===== src/rtl/pattern_editor.sv =====
// Cursor-driven editor for the 4x16 beat pattern: wrapping cursor with auto-repeat, cell toggle,
// four-cycle clear sweep, and a req/ack redraw request towards the draw control.
module pattern_editor #(
    parameter int unsigned CNT_W        = 25,
    parameter int unsigned REPEAT_DELAY = 50,
    parameter int unsigned REPEAT_RATE  = 10
) (
    input  logic        clk_i,
    input  logic        reset_i,
    input  logic        key_left_i,
    input  logic        key_right_i,
    input  logic        key_up_i,
    input  logic        key_down_i,
    input  logic        key_toggle_i,
    input  logic        key_clear_i,
    input  logic        draw_ack_i,
    output logic [15:0] pattern1_o,
    output logic [15:0] pattern2_o,
    output logic [15:0] pattern3_o,
    output logic [15:0] pattern4_o,
    output logic [3:0]  cursor_col_o,
    output logic [1:0]  cursor_row_o,
    output logic        draw_req_o,
    output logic        busy_o
);

    typedef enum logic [0:0] {StIdle, StClear} state_e;
    typedef enum logic [2:0] {DirNone, DirLeft, DirRight, DirUp, DirDown} dir_e;

    localparam logic [CNT_W-1:0] DelayLast = CNT_W'(REPEAT_DELAY - 1);
    localparam logic [CNT_W-1:0] RateLast  = CNT_W'(REPEAT_RATE - 1);
    localparam logic [CNT_W-1:0] CntOne    = CNT_W'(1);

    state_e           state_q, state_d;
    logic [1:0]       idx_q, idx_d;
    logic [3:0][15:0] pat_q, pat_d;
    logic [3:0]       col_q, col_d;
    logic [1:0]       row_q, row_d;
    logic [5:0]       keys_prev_q;
    dir_e             rep_dir_q, rep_dir_d;
    logic [CNT_W-1:0] cnt_q, cnt_d;
    logic             phase_q, phase_d;
    logic             pend_q, pend_d;

    logic [5:0] keys, press;
    dir_e       win_dir, move_dir;
    logic       win_press, sweep, changed;

    assign keys  = {key_clear_i, key_toggle_i, key_down_i, key_up_i, key_right_i, key_left_i};
    assign press = keys & ~keys_prev_q;

    // Only the highest-priority held direction key counts, and only its own press edge moves.
    always_comb begin
        win_dir   = DirNone;
        win_press = 1'b0;
        if (key_left_i) begin
            win_dir   = DirLeft;
            win_press = press[0];
        end else if (key_right_i) begin
            win_dir   = DirRight;
            win_press = press[1];
        end else if (key_up_i) begin
            win_dir   = DirUp;
            win_press = press[2];
        end else if (key_down_i) begin
            win_dir   = DirDown;
            win_press = press[3];
        end
    end

    always_comb begin
        state_d   = state_q;
        idx_d     = idx_q;
        pat_d     = pat_q;
        col_d     = col_q;
        row_d     = row_q;
        rep_dir_d = rep_dir_q;
        cnt_d     = cnt_q;
        phase_d   = phase_q;
        move_dir  = DirNone;
        sweep     = 1'b0;
        unique case (state_q)
            StIdle: begin
                if (press[5]) begin
                    state_d   = StClear;
                    idx_d     = 2'd0;
                    rep_dir_d = DirNone;
                    cnt_d     = '0;
                    phase_d   = 1'b0;
                    sweep     = 1'b1;
                end else begin
                    if (win_press) begin
                        move_dir  = win_dir;
                        rep_dir_d = win_dir;
                        cnt_d     = '0;
                        phase_d   = 1'b0;
                    end else if (win_dir != DirNone && win_dir == rep_dir_q) begin
                        if (cnt_q == (phase_q ? RateLast : DelayLast)) begin
                            move_dir = win_dir;
                            cnt_d    = '0;
                            phase_d  = 1'b1;
                        end else begin
                            cnt_d = cnt_q + CntOne;
                        end
                    end else begin
                        rep_dir_d = DirNone;
                        cnt_d     = '0;
                        phase_d   = 1'b0;
                    end
                    // Toggle addresses the pre-move cursor.
                    if (press[4]) begin
                        pat_d[row_q][col_q] = ~pat_q[row_q][col_q];
                    end
                    case (move_dir)
                        DirLeft:  col_d = col_q - 4'd1;
                        DirRight: col_d = col_q + 4'd1;
                        DirUp:    row_d = row_q - 2'd1;
                        DirDown:  row_d = row_q + 2'd1;
                        default:  ;
                    endcase
                end
            end
            StClear: begin
                pat_d[idx_q] = 16'h0000;
                idx_d        = idx_q + 2'd1;
                rep_dir_d    = DirNone;
                cnt_d        = '0;
                phase_d      = 1'b0;
                sweep        = 1'b1;
                if (idx_q == 2'd3) begin
                    state_d = StIdle;
                end
            end
            default: state_d = StIdle;
        endcase
    end

    // A sweep counts as a change every cycle so an early ack cannot drop the request.
    assign changed = sweep || (pat_d != pat_q) || (col_d != col_q) || (row_d != row_q);
    assign pend_d  = changed ? 1'b1 : (draw_ack_i ? 1'b0 : pend_q);

    always_ff @(posedge clk_i) begin
        if (reset_i) begin
            state_q     <= StIdle;
            idx_q       <= 2'd0;
            pat_q       <= '0;
            col_q       <= 4'd0;
            row_q       <= 2'd0;
            keys_prev_q <= 6'h3f;
            rep_dir_q   <= DirNone;
            cnt_q       <= '0;
            phase_q     <= 1'b0;
            pend_q      <= 1'b1;
        end else begin
            state_q     <= state_d;
            idx_q       <= idx_d;
            pat_q       <= pat_d;
            col_q       <= col_d;
            row_q       <= row_d;
            keys_prev_q <= keys;
            rep_dir_q   <= rep_dir_d;
            cnt_q       <= cnt_d;
            phase_q     <= phase_d;
            pend_q      <= pend_d;
        end
    end

    assign pattern1_o   = pat_q[0];
    assign pattern2_o   = pat_q[1];
    assign pattern3_o   = pat_q[2];
    assign pattern4_o   = pat_q[3];
    assign cursor_col_o = col_q;
    assign cursor_row_o = row_q;
    assign draw_req_o   = pend_q;
    assign busy_o       = (state_q == StClear);

endmodule


===== config.mk =====
export PLATFORM = sky130hd
export DESIGN_NAME = pattern_editor
export DESIGN_NICKNAME = d
export VERILOG_FILES = /design/src/rtl/pattern_editor.sv
export SDC_FILE = /design/constraint.sdc
export NUM_CORES = 1
export LEC_CHECK = 0
export CORE_AREA = 3 3 161 124
export CTS_BUF_LIST = sky130_fd_sc_hd__clkbuf_8
export CTS_CLUSTER_SIZE = 24
export DETAILED_ROUTE_END_ITERATION = 8
export DIE_AREA = 0 0 164 127
export GPL_TIMING_DRIVEN = 0
export SLEW_MARGIN = 20
export SYNTH_ARGS = -nofsm -noshare
export SYNTH_HDL_FRONTEND = slang
export SYNTH_SLANG_ARGS = --single-unit

===== constraint.sdc =====
create_clock -name clk_i -period 2.9 [get_ports clk_i]
set_input_delay 0.29 -clock clk_i [delete_from_list [all_inputs] [get_ports clk_i]]
set_output_delay 0.29 -clock clk_i [all_outputs]
set_load 0.02 [all_outputs]

==> results of run 1 <==
synth_stat cells (all sizes together) (6+ instances only):
cell | count | area share (%)
ha | 8 | 1.4
a2bb2oi | 9 | 1.1
a211oi | 10 | 1.2
mux2i | 41 | 5.6
nand2b | 8 | 0.68
xor2 | 14 | 1.7
and3 | 15 | 1.3
clkbuf | 72 | 3.7
nor2 | 159 | 8.1
o22ai | 7 | 0.59
buf | 19 | 1.3
nand3 | 29 | 2.0
nor3b | 7 | 0.71
or3 | 11 | 0.93
o21ai | 78 | 5.3
or2 | 8 | 0.68
inv | 22 | 1.1
o31ai | 44 | 4.5
nor3 | 28 | 1.9
dfxtp | 109 | 30
a32oi | 6 | 0.71
nand3b | 6 | 0.61
o21a | 10 | 1.0
xnor2 | 15 | 1.8
nor2b | 15 | 1.3
a22oi | 18 | 1.8
nor4 | 9 | 0.76
a31oi | 8 | 0.68
a21oi | 71 | 4.8
nand2 | 90 | 4.7
nand4 | 12 | 1.0
cell usage in the layout, fill, tap and decap left out, types with 25 or more instances in the layout:
master	count
nor2_1	157
dfxtp_1	104
nand2_1	86
o21ai_0	75
clkdlybuf4s50_1	75
a21oi_1	69
clkbuf_1	48
o31ai_1	44
mux2i_1	41
nor3_1	28
nand3_1	26
buf_4	25
where the power goes:
part	internal (uW)	switching (uW)
Combinational	255	545
Sequential	1520	26.4
Clock	326	617
Total	2100	1190
state kept, by name (all words and copies together), names as in the netlist, 2 cells and up:
signal and flops:
cnt_q 25, cursor_col_o 4, cursor_row_o 2, idx_q 2, keys_prev_q 6, pattern1_o 16
pattern2_o 16, pattern3_o 16, pattern4_o 16, rep_dir_q 3
how the worst max path moves through the flow:
stage                                from         endpoint  slack (ns)  cells after the start
after global placement    cursor_row_o[1]       draw_req_o       -0.83                     11
after global routing         rep_dir_q[1]  cursor_col_o[3]       -0.16                     12
after floorplan                  key_up_i  cursor_col_o[3]       -0.08                     13
after CTS                 cursor_col_o[0]       draw_req_o       -0.01                     10
after detailed placement  cursor_row_o[1]       draw_req_o       -0.76                     11
final                        rep_dir_q[1]  cursor_col_o[3]       -0.05                     12
area by class of cell:
cell class                 count  area (sq um)
timing repair buffer          97           928
buffer                        87           460
clock inverter                 6          60.1
tap                          247           309
fill                        1894          9450
sequential                   109          2190
clock buffer                   9           124
multi-input combinational    796          4850
inverter                      22          82.6
per-layer routing:
layer,up-vias,part of all wire [%]
met5,-,0.036
met4,2,3.3
met2,585,39
li1,3877,-
met3,90,12
met1,3982,46
timing repair:
action	in CTS	in global routing
setup buffers	11	11
pin swaps	7	11
gates cloned	0	0
resized for setup	48	42
setup endpoints to repair	61	57
per-stage QoR:
| step | instances | setup slack, ns | total power, uW | area [sq um] |
|---|---|---|---|---|
| 6_report | 1373 | -0.0536 | 3290 | 9000 |
| 3_5_place_dp | 1340 | -0.758 | 2260 | 8450 |
| 2_1_floorplan | 1018 | -0.0778 | 2000 | 7380 |
| 3_3_place_gp | 1340 | -0.827 | 2260 | 8440 |
| 5_1_grt | 1373 | -0.156 | 3400 | 9000 |
| 4_1_cts | 1364 | -0.0114 | 3240 | 8830 |
kinds of logic after synthesis:
group | count (synthesis) | synth area share, %
multiplexers | 43 | 5.87
adder cells (fa/ha/maj) | 9 | 1.63
buffers and inverters | 113 | 6.06
XOR/XNOR | 29 | 3.44
flip-flops | 109 | 29.6
AO/OA/AOI/OAI | 296 | 26.1
AND/OR/NAND/NOR | 419 | 27.3
critical path, delay by kind of cell, from the launching register on:
family	cells	cell delay, ns
compound gates	6	1.33
simple gates	3	0.79
flops	1	0.33
fa+ha+maj	1	0.27
buf+inv	1	0.09
xor+xnor	1	0.08
==> results.tsv, run 1 <==
stage	metric	value	unit
timing	rsz0062_at_grt	true	
timing	slew_viol_final	0	
timing	fin_ws	-0.0536	ns
pwr	powerDensity	365	mW/mm^2
floorplan	start_util	40.0	%
worst_setup_path	worstPathRequired	3.24	ns
min_path	min_path_cells	2	
timing	hold_viol	0	
logic_synthesis	synth.avg_cell_area	7.24	sq um
global_routing	top_usage_layer	met1	
logic_synthesis	synth_edf_count	0	
run_status	status	finished with violations	
worst_setup_path	crit_fanout	2	
global_routing	met1_usage	48.9	%
timing	worst_slew_pin_slew	1.11	ns
logic_synthesis	synth-async-reset-ratio	0	%
routing	drtIter0Drc	1168	
place	place_congestion	1.03	
logic_synthesis	synth_area	0.00737	sq mm
worst_setup_path	worstSetupStartpointType	flop	
job	cap_viol_max_count	0	
global_routing	met3_usage	7.88	%
final_layout	drive_above_1_share	10.5	%
clock_network	clockBufferDepth	2	
worst_setup_path	critPathSlowestCell	or3_1	
pwr	p_leak	0.00294	uW
timing	min_period_over_period	102	%
clock_network	path_clk_slew	0.11	ns
clock_network	cts_buffers	9	
global_routing	grtUsageTotal	31.7	%
floorplan	pin_count	81	
clock_network	root_buffer	clkbuf_8	
clock_network	ctsHoldBuffers	0	
final_layout	fin_util	48.8	%
logic_synthesis	ys_seq_area_share	29.6	%
worst_setup_path	max_stage_delay	0.36	ns
place	portBuffers	75	
global_routing	grt_pass1_vias	7344	
routing	antenna_left	0	
floorplan	core.rowCount	43	
floorplan	die_y	127	microns
worst_setup_path	path_class	reg -> reg	
logic_synthesis	synth_flop_cell	dfxtp_1	
min_path	holdPathEnd	keys_prev_q[2]	
timing	setup_viol	1	
timing	finalClockSkew	0.0156	ns
worst_setup_path	reg2reg_from	rep_dir_q[1]	
routing	vias	8536	
final_layout	areaGrowthSynthToFinish	22.0	%
logic_synthesis	postSynthCellCount	1018	
worst_setup_path	r2r_setup_slack	-0.05	ns
timing	max_freq	339	MHz
timing	slew_headroom	25.3	%
global_routing	grt_pass1_wl	49.1	mm
routing	wl_per_cell	24.6	microns
floorplan	core	0.0185	sq mm
clock_network	clk_latency	0.42	ns
logic_synthesis	synth_seq_cells	109	
timing	hold_ws	0.107	ns
routing	finalWirelength	33.7	mm
worst_setup_path	critPathArrivalTime	3.30	ns
routing	firstDrtPassIters	6	
pwr	peakVddDrop	0.200	mV
clock_network	cts_tree	done	
worst_setup_path	rr_worst_depth	12	
final_layout	fin_nets	1140	
min_path	hold_class	in -> reg	
worst_setup_path	endpoint_kind	flop	
clock_network	htreeDepth	3	
floorplan	die_area	0.0208	sq mm
global_routing	grt_remaining_overflow	0	
logic_synthesis	synth_nets	1036	
floorplan	die_width	164	microns
run_status	violations	negative setup slack	
global_routing	grt_start_max_net_pins	20	
global_routing	met2_usage	42.6	%
global_routing	antenna_found_initial	1	
place	dpl.hpwl	24.8	mm
clock_network	clock-sinks	109	
logic_synthesis	yosysWarningCount	0	
worst_setup_path	crit_chain	or3_1, a211o_1, a221oi_4, nand2_4, a211oi_4, inv_1, ha_1, a21o_1, a21oi_2, xnor2_1, or3_1, a21oi_2	
routing	drc	0	
final_layout	antenna_cells	0	
worst_setup_path	r2r_end	cursor_col_o[3]	
timing	fin_setup_tns	-0.0536	ns
logic_synthesis	yosysUniqueCellTypes	68	
timing	min_period	2.95	ns
routing	via_per_inst	6.22	
min_path	hp-start	key_up_i	
No activity file was read; power rests on OpenSTA's default activity.
==> run 2, diff against run 1 <==
MAX_ROUTING_LAYER = met4   (was not set)
==> results.tsv, run 2 (synthesis results as in run 1) <==
stage	metric	value	unit
routing	finalWirelength	35.0	mm
global_routing	grtUsageTotal	33.9	%
floorplan	core.rowCount	43	
run_status	status	finished with violations	
global_routing	met3_usage	8.53	%
place	placed_area	0.00845	sq mm
clock_network	htreeDepth	3	
floorplan	die_area	0.0208	sq mm
worst_setup_path	critPathBufInv	2	
global_routing	met2_usage	43.6	%
final_layout	largest_reg_flops	25	
clock_network	ctsHoldBuffers	0	
pwr	peakVddDrop	0.263	mV
clock_network	path_clk_slew	0.12	ns
timing	min_period_over_period	108	%
clock_network	root_buffer	clkbuf_8	
place	portBuffers	75	
worst_setup_path	r2r_end	draw_req_o	
place	dpl.hpwl	25.7	mm
pwr	p_leak	0.00288	uW
job	cap_viol_max_count	0	
timing	rsz0062_at_grt	true	
global_routing	antenna_found_initial	0	
final_layout	drive_above_1_share	10.0	%
worst_setup_path	path_class	reg -> reg	
final_layout	final_cell_mix	157 x nor2_1, 105 x dfxtp_1, 88 x nand2_1	
routing	firstDrtPassIters	6	
worst_setup_path	r2r_setup_slack	-0.22	ns
routing	via_per_inst	6.24	
timing	fin_ws	-0.223	ns
global_routing	met1_usage	51.5	%
timing	max_freq	320	MHz
timing	fin_setup_tns	-0.239	ns
final_layout	fillers	1874	
global_routing	grt_pass1_wl	50.6	mm
min_path	min_path_cells	2	
routing	wl_per_cell	25.6	microns
routing	drc	0	
final_layout	antenna_cells	0	
floorplan	start_util	40.0	%
final_layout	final_cell_area	0.00893	sq mm
min_path	holdPathEnd	keys_prev_q[2]	
pwr	power	3300	uW
worst_setup_path	cpLargestDelayFamily	simple AND/OR/NAND/NOR gates	
routing	drtIter0Drc	1227	
routing	vias	8507	
floorplan	pin_count	81	
timing	min_period	3.12	ns
clock_network	clockBufferDepth	2	
worst_setup_path	endpoint_kind	flop	
worst_setup_path	worstSetupStartpointType	flop	
global_routing	top_usage_layer	met1	
floorplan	die_y	127	microns
worst_setup_path	max_stage_delay	0.54	ns
pwr	powerDensity	369	mW/mm^2
min_path	hp-start	key_up_i	
worst_setup_path	rr_worst_depth	9	
floorplan	die_width	164	microns
timing	finalClockSkew	0.0176	ns
final_layout	layout_commonest_cell	nor2_1	
global_routing	grt_pass1_vias	7483	
clock_network	clk_latency	0.41	ns
floorplan	core	0.0185	sq mm
clock_network	cts_buffers	9	
worst_setup_path	critPathArrivalTime	3.39	ns
worst_setup_path	reg2reg_from	cursor_col_o[3]	
timing	slew_viol_final	0	
worst_setup_path	critPathSlowestCell	dfxtp_1	
worst_setup_path	crit_fanout	10	
routing	antenna_left	0	
clock_network	cts_tree	done	
timing	worst_slew_pin_slew	0.971	ns
timing	setup_viol	2	
min_path	hold_class	in -> reg	
worst_setup_path	worstPathRequired	3.17	ns
clock_network	clock-sinks	109	
global_routing	grt_remaining_overflow	0	
timing	hold_viol	0	
final_layout	largest_register	cnt_q	
timing	slew_headroom	34.3	%
final_layout	areaGrowthSynthToFinish	21.1	%
worst_setup_path	crit_chain	clkbuf_1, nand4bb_1, clkbuf_2, nor2_1, o31ai_1, o311ai_0, nand4b_1, nor4_2, nand3_2	
final_layout	fin_nets	1129	
run_status	violations	negative setup slack	
place	place_congestion	1.03	
timing	hold_ws	0.109	ns
global_routing	grt_start_max_net_pins	21	
run 2: cell types whose count changed in the layout (fill, tap and decap cells not counted), moves of 2 or more:
cell | previous run | this run
clkbuf_2 | 14 | 12
o31ai_2 | 0 | 7
clkbuf_4 | 5 | 7
nand2_1 | 86 | 88
buf_2 | 6 | 8
clkbuf_1 | 48 | 51
o31ai_1 | 44 | 37
buf_6 | 7 | 3
mux2i_2 | 0 | 2
buf_4 | 25 | 12
mux2i_1 | 41 | 38
buf_1 | 1 | 3
run 2: cell type report:
class / count / area [sq um] / share of cell area [%]
well taps: 247 / 309 / 3.46
flip-flops and latches: 109 / 2190 / 24.5
clock inverters: 7 / 65.1 / 0.728
clock buffers: 9 / 124 / 1.39
repair buffers: 83 / 811 / 9.08
multi-input cells: 796 / 4900 / 54.9
plain buffers: 90 / 449 / 5.03
inverters: 22 / 82.6 / 0.924
run 2: through the flow:
step	utilization, %	worst slack [ns]	cells
after floorplan	-	-0.0778	1018
after CTS	47.7	-0.0697	1364
after global placement	45.7	-1.06	1340
after detailed placement	45.8	-0.948	1340
after global routing	48.4	-0.159	1363
final	48.4	-0.223	1363
run 2: worst max-delay path by stage:
stage | from | endpoint | slack, ns | depth (start not counted)
floorplan | key_up_i | cursor_col_o[3] | -0.08 | 13
global placement | cursor_row_o[1] | draw_req_o | -1.06 | 11
detailed placement | cursor_row_o[1] | draw_req_o | -0.95 | 11
CTS | rep_dir_q[1] | cursor_col_o[3] | -0.07 | 12
global route | cursor_col_o[1] | draw_req_o | -0.16 | 9
finish | cursor_col_o[3] | draw_req_o | -0.22 | 9
run 2: layer usage:
| metal | vias up | share of wire [%] |
|---|---|---|
| met2 | 561 | 39 |
| met3 | 66 | 12 |
| met1 | 4039 | 46 |
| met5 | - | 0 |
| li1 | 3841 | - |
| met4 | 0 | 2.6 |
run 2: worst reg2reg max path, stage by stage, from the launching register on:
cell       delay [ns]
dfxtp_1          0.54
clkbuf_1         0.42
nand4bb_1        0.30
clkbuf_2         0.35
nor2_1           0.07
o31ai_1          0.34
o311ai_0         0.21
nand4b_1         0.27
nor4_2           0.30
nand3_2          0.18
run 2: where the power goes:
group          switching [uW]  total [uW]  internal (uW)
clock network             629         960            332
registers                30.0        1550           1520
logic                     556         792            236
run 2: repair_timing:
action,CTS,global route
hold endpoints to repair,0,0
endpoints found under the setup margin,62,53
pin swaps,6,2
gates resized for setup,44,47
setup buffers,8,0
==> edit: new RTL, flow settings as in run 2 <==
The parameter `CNT_W` goes from 25 to 17.
--- a/src/rtl/pattern_editor.sv
+++ b/src/rtl/pattern_editor.sv
@@ -3,3 +3,3 @@
 module pattern_editor #(
-    parameter int unsigned CNT_W        = 25,
+    parameter int unsigned CNT_W        = 17,
     parameter int unsigned REPEAT_DELAY = 50,
Behaviour: no difference found for any inputs over 4 cycles, from zero or initial values and one cycle with reset_i high; that may be too few to reach the edited logic, so the function may still have changed.
==> edit against run 2 <==
- wire length down 0.67%
- setup slack better by 250 ps
- cell count down 4.8%
- synthesized cell count down 7.3%
- maximum frequency up 8.6%
- sequential cell count down 8
- power down 8.5%
- cell area down 2.7%
- die area unchanged
- synthesized area down 3.6%
- via count down 5.9%
- largest cell class unchanged
- largest power group unchanged
- highest routed layer unchanged
==> edit: results (changes against run 2) <==
INFO  metric netlist_instances = 944 (was 1018)
INFO  metric power_switching_share = 35.2% (was 36.8%)
INFO  metric fin_worst_hold_slack = 122 ps (was 109 ps)
INFO  metric post_dp_cell_area = 0.00830 mm2 (was 0.00845 mm2)
INFO  metric via_count_of_the_first_global_routing_pass = 7361 (was 7483)
INFO  metric netlist_top_cells_count = sky130_fd_sc_hd__nor2_1 (164), sky130_fd_sc_hd__nand2_1 (105), sky130_fd_sc_hd__dfxtp_1 (101) (was sky130_fd_sc_hd__nor2_1 (159), sky130_fd_sc_hd__dfxtp_1 (109), sky130_fd_sc_hd__nand2_1 (89))
INFO  metric avgViaCountPerCell = 6.16 (was 6.24)
INFO  metric finalWirelength = 34.7 mm (was 35.0 mm)
INFO  metric r2r_setup_slack = 20 ps (was -220 ps)
INFO  metric synth_compound_area_share = 21.7% (was 26.1%)
INFO  metric gpl.final_weighted_congestion = 1.07 (was 1.03)
INFO  metric synth_seq_area_share = 28.5% (was 29.6%)
INFO  metric groute.usage.overall = 34.4% (was 33.9%)
INFO  metric power.sequential.total = 1.44 mW (was 1.55 mW)
INFO  metric power.clock.fraction = 31.1% (was 29.1%)
INFO  metric synth.net_count = 962 (was 1036)
INFO  metric number_of_flip_flops_under_the_largest_register_name = 17 (was 25)
INFO  metric maximum_number_of_pins_on_one_net_before_global_route_repair = 20 (was 21)
INFO  metric dp.final_hpwl = 25.7 mm (about the same)
INFO  metric netlist_top_cells_area = sky130_fd_sc_hd__dfxtp_1 (28%), sky130_fd_sc_hd__mux2i_1 (11%), sky130_fd_sc_hd__nor2_1 (8.7%), sky130_fd_sc_hd__nand2_1 (5.5%), sky130_fd_sc_hd__o22a_1 (4.6%) (was sky130_fd_sc_hd__dfxtp_1 (30%), sky130_fd_sc_hd__nor2_1 (8.1%), sky130_fd_sc_hd__mux2i_1 (5.6%), sky130_fd_sc_hd__o21ai_0 (5.2%), sky130_fd_sc_hd__a21oi_1 (4.8%))
INFO  metric max_stage_delay = 360 ps (was 540 ps)
INFO  metric p_clk = 0.939 mW (was 0.960 mW)
INFO  metric critical_path.reg2reg.startpoint = rep_dir_q[1] (was cursor_col_o[3])
INFO  metric post_synth_xor_area_fraction = 4.93% (was 3.44%)
INFO  metric status = finished clean (was complete, but fails checks)
INFO  metric global_route_wire_length_before_repair = 50.7 mm (was 50.6 mm)
INFO  metric worstPathArrival = 3140 ps (was 3390 ps)
INFO  metric setup_tns = 0 ps (was -239 ps)
INFO  metric drc_marker_count_from_the_first_detailed_route_iteration = 1069 (was 1227)
INFO  metric register_to_register_path_depth = 11 (was 9)
INFO  metric peakVddDrop = 0.194 mV (was 0.263 mV)
INFO  metric crit_fanout = 3 (was 10)
## edit: metal layers
layer / global-route usage [%] / vias to the layer above / share of wire, % / wire length [um]
li1: - / 3582 / - / -
met4: 11.8 / 0 / 3.8 / 1330
met5: - / - / 0 / 0
met1: 50.4 / 3826 / 45 / 15700
met3: 8.14 / 97 / 12 / 4050
met2: 45.5 / 497 / 39 / 13700
## edit: timing repair
| item | in CTS | in global routing |
|---|---|---|
| setup buffers | 9 | 2 |
| gates resized for setup | 20 | 27 |
| pin swaps | 11 | 8 |
| endpoints found under the setup margin | 22 | 23 |
| hold endpoints to repair | 0 | 0 |
## edit: how the worst max path moves through the flow
| stage | slack, ps | from | cells after the start | endpoint |
|---|---|---|---|---|
| 3_5_place_dp | -620 | key_left_i | 13 | cursor_col_o[3] |
| 2_1_floorplan | 30 | key_right_i | 12 | cursor_col_o[3] |
| 3_3_place_gp | -1460 | cursor_col_o[1] | 9 | draw_req_o |
| 6_report | 20 | rep_dir_q[1] | 11 | cursor_col_o[3] |
| 4_1_cts | -20 | rep_dir_q[1] | 11 | cursor_col_o[3] |
| 5_1_grt | -80 | rep_dir_q[1] | 11 | cursor_col_o[3] |
## edit: final cells by class
| type | count | area [um2] |
|---|---|---|
| plain buffers | 73 | 373 |
| clock buffers | 9 | 124 |
| clock inverters | 7 | 66.3 |
| fillers | 1913 | 9770 |
| inverters | 20 | 78.8 |
| multi-input cells | 748 | 4820 |
| flip-flops and latches | 101 | 2030 |
| well taps | 247 | 309 |
| repair buffers | 93 | 891 |
